<file path="src/rtl/ex_muldiv.sv">
// ex_muldiv: iterative radix-2 multiply/divide unit beside the EX-stage ALU, results go to HI/LO.
// Latency: start cycle to ready_o pulse is WIDTH+1 cycles; divide shortcuts (zero divisor, or any
// divide when the divider is not built) finish in 1 cycle. busy_o stalls the pipeline while running.
//
// Ports:
//   clk, rst            rising-edge clock, synchronous active-high reset
//   start_i, op_i       request + op (00 MULTU, 01 MULT, 10 DIVU, 11 DIV), sampled only in IDLE
//   opdata1_i/2_i       multiplicand/dividend, multiplier/divisor
//   annul_i             pipeline flush; abandons any operation, wins over start_i
//   busy_o              combinational stall request
//   ready_o             one-cycle pulse, hi_o/lo_o/div_by_zero_o valid with it
//   hi_o, lo_o          product halves, or remainder/quotient; held until the next completion
//   div_by_zero_o       divide had a zero divisor
// Build option: define MULDIV_DIV_EN to compile in the restoring divider. Without it, divide ops
// complete immediately with zero results and div_by_zero_o low.

module ex_muldiv #(
  parameter int WIDTH = 32
) (
  input  logic             clk,
  input  logic             rst,
  input  logic             start_i,
  input  logic [1:0]       op_i,
  input  logic [WIDTH-1:0] opdata1_i,
  input  logic [WIDTH-1:0] opdata2_i,
  input  logic             annul_i,
  output logic             busy_o,
  output logic             ready_o,
  output logic [WIDTH-1:0] hi_o,
  output logic [WIDTH-1:0] lo_o,
  output logic             div_by_zero_o
);

  localparam int CNT_W = (WIDTH > 1) ? $clog2(WIDTH) : 1;

  typedef enum logic [1:0] {
    IDLE = 2'd0,
    RUN  = 2'd1,
    DONE = 2'd2
  } state_t;

  state_t state, state_nxt;

  logic [CNT_W-1:0]   cnt;
  logic               last;
  logic               neg_q;       // product / quotient must be negated at the end

  // Multiply datapath: multiplier sits in the low half of the accumulator and is
  // consumed one bit per cycle as partial sums shift in from the top.
  logic [2*WIDTH-1:0] acc;
  logic [2*WIDTH-1:0] acc_nxt;
  logic [WIDTH-1:0]   mcand;
  logic [WIDTH:0]     acc_sum;

  // Operand conditioning at acceptance time.
  logic               is_signed;
  logic               sign1, sign2;
  logic [WIDTH-1:0]   mag1, mag2;
  logic               div_shortcut;

  logic [WIDTH-1:0]   res_hi, res_lo;

`ifdef MULDIV_DIV_EN
  logic               op_div_q;
  logic               rem_neg_q;   // remainder takes the dividend's sign
  logic [WIDTH-1:0]   rem_q;       // settled remainder is always below the divisor
  logic [WIDTH-1:0]   quo_q;       // dividend bits shift out the top, quotient bits in the bottom
  logic [WIDTH-1:0]   dvs_q;
  logic [WIDTH:0]     rem_shift;   // WIDTH+1-bit partial remainder for the trial subtract
  logic               rem_ge;
  logic [WIDTH-1:0]   rem_nxt;
  logic [WIDTH-1:0]   quo_nxt;
`endif

  assign last = (cnt == CNT_W'(WIDTH - 1));

  // Signed ops work on magnitudes; the most-negative value negates to itself,
  // which is its correct magnitude when read as unsigned.
  assign is_signed = op_i[0];
  assign sign1     = is_signed & opdata1_i[WIDTH-1];
  assign sign2     = is_signed & opdata2_i[WIDTH-1];
  assign mag1      = sign1 ? -opdata1_i : opdata1_i;
  assign mag2      = sign2 ? -opdata2_i : opdata2_i;

`ifdef MULDIV_DIV_EN
  assign div_shortcut = op_i[1] & (opdata2_i == '0);
`else
  assign div_shortcut = op_i[1];
`endif

  // One shift-add step.
  assign acc_sum = {1'b0, acc[2*WIDTH-1:WIDTH]} + (acc[0] ? {1'b0, mcand} : {(WIDTH+1){1'b0}});
  assign acc_nxt = {acc_sum, acc[WIDTH-1:1]};

`ifdef MULDIV_DIV_EN
  // One restoring-division step.
  assign rem_shift = {rem_q, quo_q[WIDTH-1]};
  assign rem_ge    = (rem_shift >= {1'b0, dvs_q});
  assign rem_nxt   = rem_ge ? WIDTH'(rem_shift - {1'b0, dvs_q}) : rem_shift[WIDTH-1:0];
  assign quo_nxt   = {quo_q[WIDTH-2:0], rem_ge};
`endif

  // Sign-corrected results from the values produced by the final step.
  always_comb begin
    {res_hi, res_lo} = neg_q ? -acc_nxt : acc_nxt;
`ifdef MULDIV_DIV_EN
    if (op_div_q) begin
      res_hi = rem_neg_q ? -rem_nxt : rem_nxt;
      res_lo = neg_q ? -quo_nxt : quo_nxt;
    end
`endif
  end

  // FSM state register.
  always_ff @(posedge clk) begin
    if (rst) begin
      state <= IDLE;
    end else begin
      state <= state_nxt;
    end
  end

  // FSM next state and stall request.
  always_comb begin
    state_nxt = state;
    busy_o    = 1'b0;
    case (state)
      IDLE: begin
        if (start_i && !annul_i) begin
          busy_o    = 1'b1;
          state_nxt = div_shortcut ? DONE : RUN;
        end
      end
      RUN: begin
        busy_o = 1'b1;
        if (last) begin
          state_nxt = DONE;
        end
      end
      DONE:    state_nxt = IDLE;
      default: state_nxt = IDLE;
    endcase
    if (annul_i) begin
      state_nxt = IDLE;
    end
  end

  // Datapath and registered outputs. An annulled cycle loads nothing, so
  // hi_o/lo_o keep whatever the last completed operation left there.
  always_ff @(posedge clk) begin
    if (rst) begin
      cnt           <= '0;
      ready_o       <= 1'b0;
      div_by_zero_o <= 1'b0;
      hi_o          <= '0;
      lo_o          <= '0;
      acc           <= '0;
      mcand         <= '0;
      neg_q         <= 1'b0;
`ifdef MULDIV_DIV_EN
      op_div_q      <= 1'b0;
      rem_neg_q     <= 1'b0;
      rem_q         <= '0;
      quo_q         <= '0;
      dvs_q         <= '0;
`endif
    end else begin
      ready_o       <= 1'b0;
      div_by_zero_o <= 1'b0;
      if (!annul_i) begin
        case (state)
          IDLE: begin
            if (start_i) begin
              cnt <= '0;
              if (div_shortcut) begin
                ready_o <= 1'b1;
`ifdef MULDIV_DIV_EN
                hi_o          <= opdata1_i;
                lo_o          <= '1;
                div_by_zero_o <= 1'b1;
`else
                hi_o          <= '0;
                lo_o          <= '0;
`endif
              end else begin
                acc   <= {{WIDTH{1'b0}}, mag2};
                mcand <= mag1;
                neg_q <= sign1 ^ sign2;
`ifdef MULDIV_DIV_EN
                op_div_q  <= op_i[1];
                rem_neg_q <= sign1;
                rem_q     <= '0;
                quo_q     <= mag1;
                dvs_q     <= mag2;
`endif
              end
            end
          end
          RUN: begin
            cnt <= cnt + 1'b1;
            acc <= acc_nxt;
`ifdef MULDIV_DIV_EN
            rem_q <= rem_nxt;
            quo_q <= quo_nxt;
`endif
            if (last) begin
              ready_o <= 1'b1;
              hi_o    <= res_hi;
              lo_o    <= res_lo;
            end
          end
          default: ;
        endcase
      end
    end
  end

endmodule

</file>
<file path="config.mk">
export PLATFORM = sky130hd
export DESIGN_NAME = ex_muldiv
export DESIGN_NICKNAME = d
export VERILOG_FILES = /design/src/rtl/ex_muldiv.sv
export SDC_FILE = /design/constraint.sdc
export NUM_CORES = 1
export LEC_CHECK = 0
export ABC_AREA = 1
export CORE_MARGIN = 1
export CORE_UTILIZATION = 45
export DETAILED_ROUTE_END_ITERATION = 16
export PLACE_DENSITY = 0.66
export SLEW_MARGIN = 20
export SYNTH_ARGS = -nofsm -noshare
export SYNTH_HDL_FRONTEND = slang
export SYNTH_SLANG_ARGS = --single-unit
</file>
<file path="constraint.sdc">
create_clock -name clk -period 3.5 [get_ports clk]
set_input_delay 0.35 -clock clk [delete_from_list [all_inputs] [get_ports clk]]
set_output_delay 0.35 -clock clk [all_outputs]
set_load 0.01 [all_outputs]
</file>
==> flow_summary.json, run 1 <==
{
  "status": "complete, no violations",
  "synth-edff-count": 0,
  "ys.flop_type": "dfxtp_1",
  "async_flop_share_pct": 0,
  "htreeDepth": 4,
  "nFillCells": 2850,
  "pwr-share-comb_pct": 16.8,
  "drt_first_pass_iters": 6,
  "startpoint_type": "register",
  "rr_startpoint": "acc[0]",
  "cts_buffer_depth": 2,
  "die_w_um": 169,
  "slew_violations": 0,
  "grt_max_degree": 81,
  "fp.dieH_um": 169,
  "ir_drop_mv": 0.302,
  "synth_simple_gate_area_share_pct": 37.6,
  "hold_viol": 0,
  "initial_core_util_pct": 46.2,
  "grt_pass1_wl_mm": 66.5,
  "grt_pass1_vias": 12230,
  "critPathCaptureType": "register",
  "max_stage_delay_ps": 380,
  "cp.buffers_inverters": 2,
  "final_nets": 2321,
  "yosys.area_share.xor_xnor_pct": 3.62,
  "synth_compound_area_share_pct": 16.5,
  "cp.arrival_ps": 3530,
  "placed_cells_incl_taps": 2566,
  "rows": 60,
  "cts_buffers": 17,
  "place_congestion": 0.963,
  "slowest_stage": "ha_1",
  "drc": 0,
  "synth_fp_nets": 2228,
  "syn_area_um2": 12500,
  "seq_power_share_pct": 41.0,
  "wirelength_mm": 41.6,
  "seq_area_frac_synth_pct": 27.0,
  "synth_cells": 2120,
  "cts.sinks": 169,
  "skew_ps": 18.3,
  "worst_skew_pair.late_latency_ps": 440,
  "synthAdderAreaFrac_pct": 3.85,
  "drv_cap": 0,
  "p_leak_uw": 0.00684,
  "antenna_cells": 0,
  "ctsHoldBuffers": 0,
  "finalSetupTns_ps": 0,
  "wl_per_cell_um": 16.0,
  "drtAntennaViolNets": 0,
  "fin_crit_sh_pct": 90.4,
  "core-area_um2": 27200,
  "relSlewSlack_pct": 25.0,
  "grt_use_total_pct": 29.6,
  "power_density_nw_per_um2": 330,
  "drt_iter0_drc": 1233,
  "reg2reg_to": "hi_o[21]",
  "io_pins": 137,
  "ys_types": 46,
  "synth.area.mux_share_pct": 0,
  "final_util_pct": 54.6,
  "fin_cells": 2598,
  "ys_ff_latch": 169,
  "dpl.hpwl_mm": 31.8,
  "critical_path.top_delay_family": "simple AND/OR/NAND/NOR gates",
  "rsz0062_at_grt": "false",
  "crit_fanout": 30,
  "synth_top_area_share_pct": 27.0,
  "yosysMostFrequentCell": "nand2_1",
  "clkTransAtPathRegs_ps": 80,
  "cp_cell_sequence": "buf_12, nand2_1, inv_1, ha_1, nand2_1, nor2_2, and2_1, nand3_1, nand3_1, nand2_1, nand2_1, nand2_1, nor2_4, nand3_2, nand2_2, xor2_1, nand2_1, a21oi_1",
  "post_cts_buffers": 0,
  "ys_top_cells_by_area": "dfxtp_1 (27%), nand2_1 (19%), a21oi_1 (9.1%)",
  "multiInputGateArea_um2": 7750,
  "synth_area_per_cell_um2": 5.92,
  "cts_tree": "done",
  "switching_share_pct": 31.7,
  "worst_pin_slew_ps": 1120,
  "synth_top_family_by_area": "simple AND/OR/NAND/NOR gates",
  "synthTopCellsByCount": "nand2_1 (650), inv_1 (290), a21oi_1 (228)",
  "yosys.area.top_type": "dfxtp_1",
  "drive_above_1_share_pct": 6.38,
  "r2r_slack_ps": 340,
  "p_clk_share_pct": 42.1,
  "setup_violations": 0,
  "root_buffer": "clkbuf_16",
  "hold_end": "acc[12]",
  "antenna_found_initial": 0,
  "power_switching_uw": 1550,
  "fmax_mhz": 316,
  "p_int_uw": 3350,
  "hold_depth": 2,
  "die_area_um2": 28600,
  "holdCritStartpoint": "rst",
  "cp_data_required_time_ps": 3860,
  "ys.warnings.count": 0,
  "routed_via_density": 5.23,
  "ctsResizeCount": 0,
  "hold_path.class": "primary input to register",
  "cp_common_cell": "nand2_1",
  "min_period_ps": 3160,
  "regArea_um2": 3390,
  "area_delta_synth_final_pct": 18.2,
  "path_class": "register to register",
  "r2r_cells": 18,
  "power_uw": 4900,
  "grt-ovfl-total": 0,
  "io_buffers": 135,
  "vias": 13585
}
[how the worst max path moves through the flow]
| stage | startpoint | endpoint | slack [ps] | cells past startpoint |
|---|---|---|---|---|
| global placement | acc[0] | hi_o[31] | 300 | 22 |
| global route | acc[0] | hi_o[21] | 30 | 19 |
| detailed placement | acc[0] | hi_o[31] | 340 | 22 |
| floorplan | acc[0] | hi_o[26] | 510 | 20 |
| CTS | acc[0] | hi_o[31] | 310 | 22 |
| finish | acc[0] | hi_o[21] | 340 | 18 |
[metal layers]
layer | vias up | wire length [um] | global-route usage, % | share of wire, %
met2 | 496 | 17700 | 44.3 | 43
met5 | - | 0 | 0 | 0
met4 | 0 | 769 | 8.07 | 1.8
met3 | 51 | 3100 | 4.68 | 7.4
li1 | 6947 | - | - | -
met1 | 6091 | 20000 | 43.6 | 48
[sequential cells by signal (all words and copies together), names as in the netlist]
register	cells
acc	64
cnt	5
hi_o	32
lo_o	32
mcand	32
neg_q	1
ready_o	1
state	2
[worst reg2reg max path, cell delays in order (launching register included)]
cell     delay (ps)
dfxtp_2         360
buf_12          170
nand2_1         130
inv_1            60
ha_1            380
nand2_1         150
nor2_2          210
and2_1          210
nand3_1         130
nand3_1         100
nand2_1          50
nand2_1         210
nand2_1         140
nor2_4          180
nand3_2         120
nand2_2         100
xor2_1          190
nand2_1          90
a21oi_1         130
[logic make-up after synthesis]
kind of cell | count (synthesis)
XOR/XNOR | 51
AO/OA/AOI/OAI | 385
adder cells (fa/ha/maj) | 38
other | 1
flip-flops | 169
AND/OR/NAND/NOR | 1100
buffers and inverters | 376
[cells in the final DEF, fill, tap and decap left out, types with 3 or more instances in the layout]
cell               n
o21ai_0          100
o31ai_1            4
nand2_1          649
a21oi_1          228
inv_2             10
clkinv_8           3
inv_6              3
ha_1              36
clkdlybuf4s50_1  134
nand4_1           20
o21bai_1           6
nor2_4            10
inv_8              4
nand3_2           11
xnor2_1           15
nand2_2           27
nor3_1            21
nand3b_1           6
clkbuf_16         17
a31oi_1            9
xor2_1            35
nor2_1           181
buf_4             14
nor4_1             5
inv_1            288
dfxtp_1          167
or2_2              5
a211oi_1           4
nor2_2            18
and2_1             5
nor3_2             3
nand3_1          136
o211ai_1          18
o221ai_1           7
[through the flow]
stage               instance area, um2  hold slack (ps)  setup slack [ps]
floorplan                        12500              435               510
global placement                 14200              452               300
detailed placement               14200              455               339
CTS                              14800              400               314
global route                     14800              426              31.6
finish                           14800              408               337
[power by group through the flow]
stage / logic (uW) / registers, uW / clock network [uW]
2_1_floorplan: 530 / 2030 / 0
3_3_place_gp: 802 / 2050 / 0
3_5_place_dp: 806 / 2050 / 0
4_1_cts: 809 / 2010 / 2080
5_1_grt: 916 / 2010 / 2160
6_report: 824 / 2010 / 2060
[layout make-up]
type                    instances  share of cell area [%]
multi-input cells            1575                    52.3
flip-flops and latches        169                    22.8
clock buffers                  17                    2.87
repair buffers                149                    9.89
well taps                     372                    3.14
inverters                     301                    7.63
clock inverters                15                    1.38
No activity file was read; power rests on OpenSTA's default activity.
==> inputs of run 2 (changes only) <==
Settings changed: CAP_MARGIN set to 40.
==> flow_summary.json, run 2 (synthesis results as in run 1) <==
{
  "path_depth": 18,
  "grt_max_degree": 81,
  "rsz0062_at_grt": "false",
  "routed_via_density": 5.20,
  "htreeDepth": 4,
  "skew_ps": 20.1,
  "slew_violations": 0,
  "startpoint_type": "register",
  "path_class": "register to register",
  "cp_common_cell": "nand2_1",
  "finalSetupTns_ps": 0,
  "drv_cap": 0,
  "cp.arrival_ps": 3580,
  "drt_iter0_drc": 1122,
  "fin_crit_sh_pct": 91.6,
  "crit_path_end": "hi_o[21]",
  "slowest_stage": "ha_1",
  "area_delta_synth_final_pct": 19.2,
  "switching_share_pct": 31.6,
  "critPathCaptureType": "register",
  "setup_violations": 0,
  "dr_wl_met2_mm": 18.0,
  "power_density_nw_per_um2": 328,
  "wirelength_mm": 41.9,
  "critical_path.top_delay_family": "simple AND/OR/NAND/NOR gates",
  "cp.buffers_inverters": 2,
  "p_leak_uw": 0.00692,
  "rr_startpoint": "acc[0]",
  "layout_commonest_cell": "nand2_1",
  "p_int_uw": 3360,
  "initial_core_util_pct": 46.2,
  "cts_buffers": 17,
  "regArea_um2": 3390,
  "fmax_mhz": 312,
  "highest_layer": "met4",
  "multiInputGateArea_um2": 7740,
  "r2r_slack_ps": 290,
  "relSlewSlack_pct": 54.5,
  "nFillCells": 2834,
  "vias": 13540,
  "status": "complete, no violations",
  "place_congestion": 0.963,
  "dpl_cell_area_um2": 14300,
  "hold_path.class": "primary input to register",
  "antenna_cells": 0,
  "rows": 60,
  "antenna_found_initial": 0,
  "wl_met1_mm": 20.5,
  "drt_first_pass_iters": 6,
  "drive_above_1_share_pct": 6.45,
  "final_nets": 2327,
  "cts_buffer_depth": 2,
  "p_clk_share_pct": 41.9,
  "hold_viol": 0,
  "crit_start": "acc[0]",
  "root_buffer": "clkbuf_16",
  "cp_data_required_time_ps": 3870,
  "ir_drop_mv": 0.303,
  "seq_power_share_pct": 41.0,
  "holdCritStartpoint": "rst",
  "largest_register_ffs": 64,
  "grt_pass1_wl_mm": 67.2,
  "reg2reg_to": "hi_o[21]",
  "wl_met3_mm": 2.72,
  "cts_tree": "done",
  "die_w_um": 169,
  "r2r_cells": 18,
  "io_buffers": 135,
  "fp.dieH_um": 169,
  "io_pins": 137,
  "core-area_um2": 27200,
  "grt-ovfl-total": 0,
  "crit_fanout": 30,
  "timing.hold.ws_ps": 404,
  "worst_skew_pair.late_latency_ps": 450,
  "worst_pin_slew_ps": 682,
  "min_period_ps": 3210,
  "fin_area_um2": 15000,
  "cp_cell_sequence": "buf_12, nand2_1, inv_1, ha_1, nand2_1, nor2_2, and2_1, nand3_1, nand3_1, nand2_1, nand2_1, nand2_1, nor2_4, nand3_2, nand2_2, xor2_1, nand2_1, a21oi_1",
  "cts.sinks": 169,
  "power_switching_uw": 1550,
  "final_util_pct": 55.0,
  "die_area_um2": 28600,
  "wl_per_cell_um": 16.1,
  "final_cell_mix": "nand2_1 (650), inv_1 (290), a21oi_1 (228)",
  "max_stage_delay_ps": 380,
  "grt_use_total_pct": 29.9,
  "top_register": "acc",
  "clkTransAtPathRegs_ps": 80,
  "pwr-share-comb_pct": 17.1,
  "drtAntennaViolNets": 0,
  "dpl.hpwl_mm": 32.3,
  "grt_pass1_vias": 12354,
  "drc": 0
}
[run 2: cell count changes in the layout (fill, tap and decap cells not counted), sizes merged]
cell      before  now
buf           15   21
clkinv         7    6
clkinvlp       2    1
inv          305  307
[run 2: power by group through the flow]
| stage | Combinational (uW) | Sequential, uW | Clock (uW) |
|---|---|---|---|
| global route | 933 | 2010 | 2150 |
| CTS | 825 | 2010 | 2080 |
| global placement | 802 | 2050 | 0 |
| finish | 841 | 2010 | 2050 |
| detailed placement | 819 | 2050 | 0 |
| floorplan | 530 | 2030 | 0 |
[run 2: area by class of cell]
type,instances,share of cell area (%)
well taps,372,3.11
inverters,301,7.56
clock inverters,15,1.34
clock buffers,17,2.84
multi-input cells,1575,51.8
flip-flops and latches,169,22.6
repair buffers,155,10.7
[run 2: how the worst min path moves through the flow]
| stage | end | depth (start not counted) | slack [ps] |
|---|---|---|---|
| 3_3_place_gp | cnt[4] | 2 | 450 |
| 3_5_place_dp | hi_o[1] | 2 | 450 |
| 6_report | acc[3] | 2 | 400 |
| 2_1_floorplan | cnt[2] | 1 | 440 |
| 4_1_cts | acc[14] | 2 | 400 |
| 5_1_grt | cnt[1] | 2 | 420 |
[run 2: worst reg2reg max path: cells and delay by family (launching register included)]
| kind | cells | cell delay (ps) |
|---|---|---|
| AOI/OAI and AO/OA | 1 | 130 |
| xor gates and xnor gates | 1 | 200 |
| and+or+nand+nor | 13 | 1850 |
| adders and majority gates | 1 | 380 |
| buffers and inverters | 2 | 230 |
| DFF | 1 | 360 |
[run 2: metal layers]
layer,vias up,GRT usage [%]
met5,-,0
met1,6125,43.9
met2,417,45.3
met3,39,4.40
met4,0,7.25
li1,6959,-
[run 2: metrics by stage]
step | setup slack, ps | power (uW) | cells
2_1_floorplan | 510 | 2560 | 2120
3_3_place_gp | 300 | 2860 | 2566
3_5_place_dp | 293 | 2870 | 2571
4_1_cts | 273 | 4910 | 2603
5_1_grt | 20.6 | 5100 | 2604
6_report | 293 | 4910 | 2604
[run 2: repair_timing]
| action | CTS | global route |
|---|---|---|
| endpoints found under the setup margin | 0 | 4 |
| buffers inserted | 0 | 0 |
| gates resized for setup | 0 | 2 |
| hold buffers | 0 | 0 |
==> inputs of run 3 (changes only) <==
Settings changed: HOLD_SLACK_MARGIN set to 0.15.
==> results of run 3 <==
No change in the layout: final DEF, timing and power equal those of run 2.
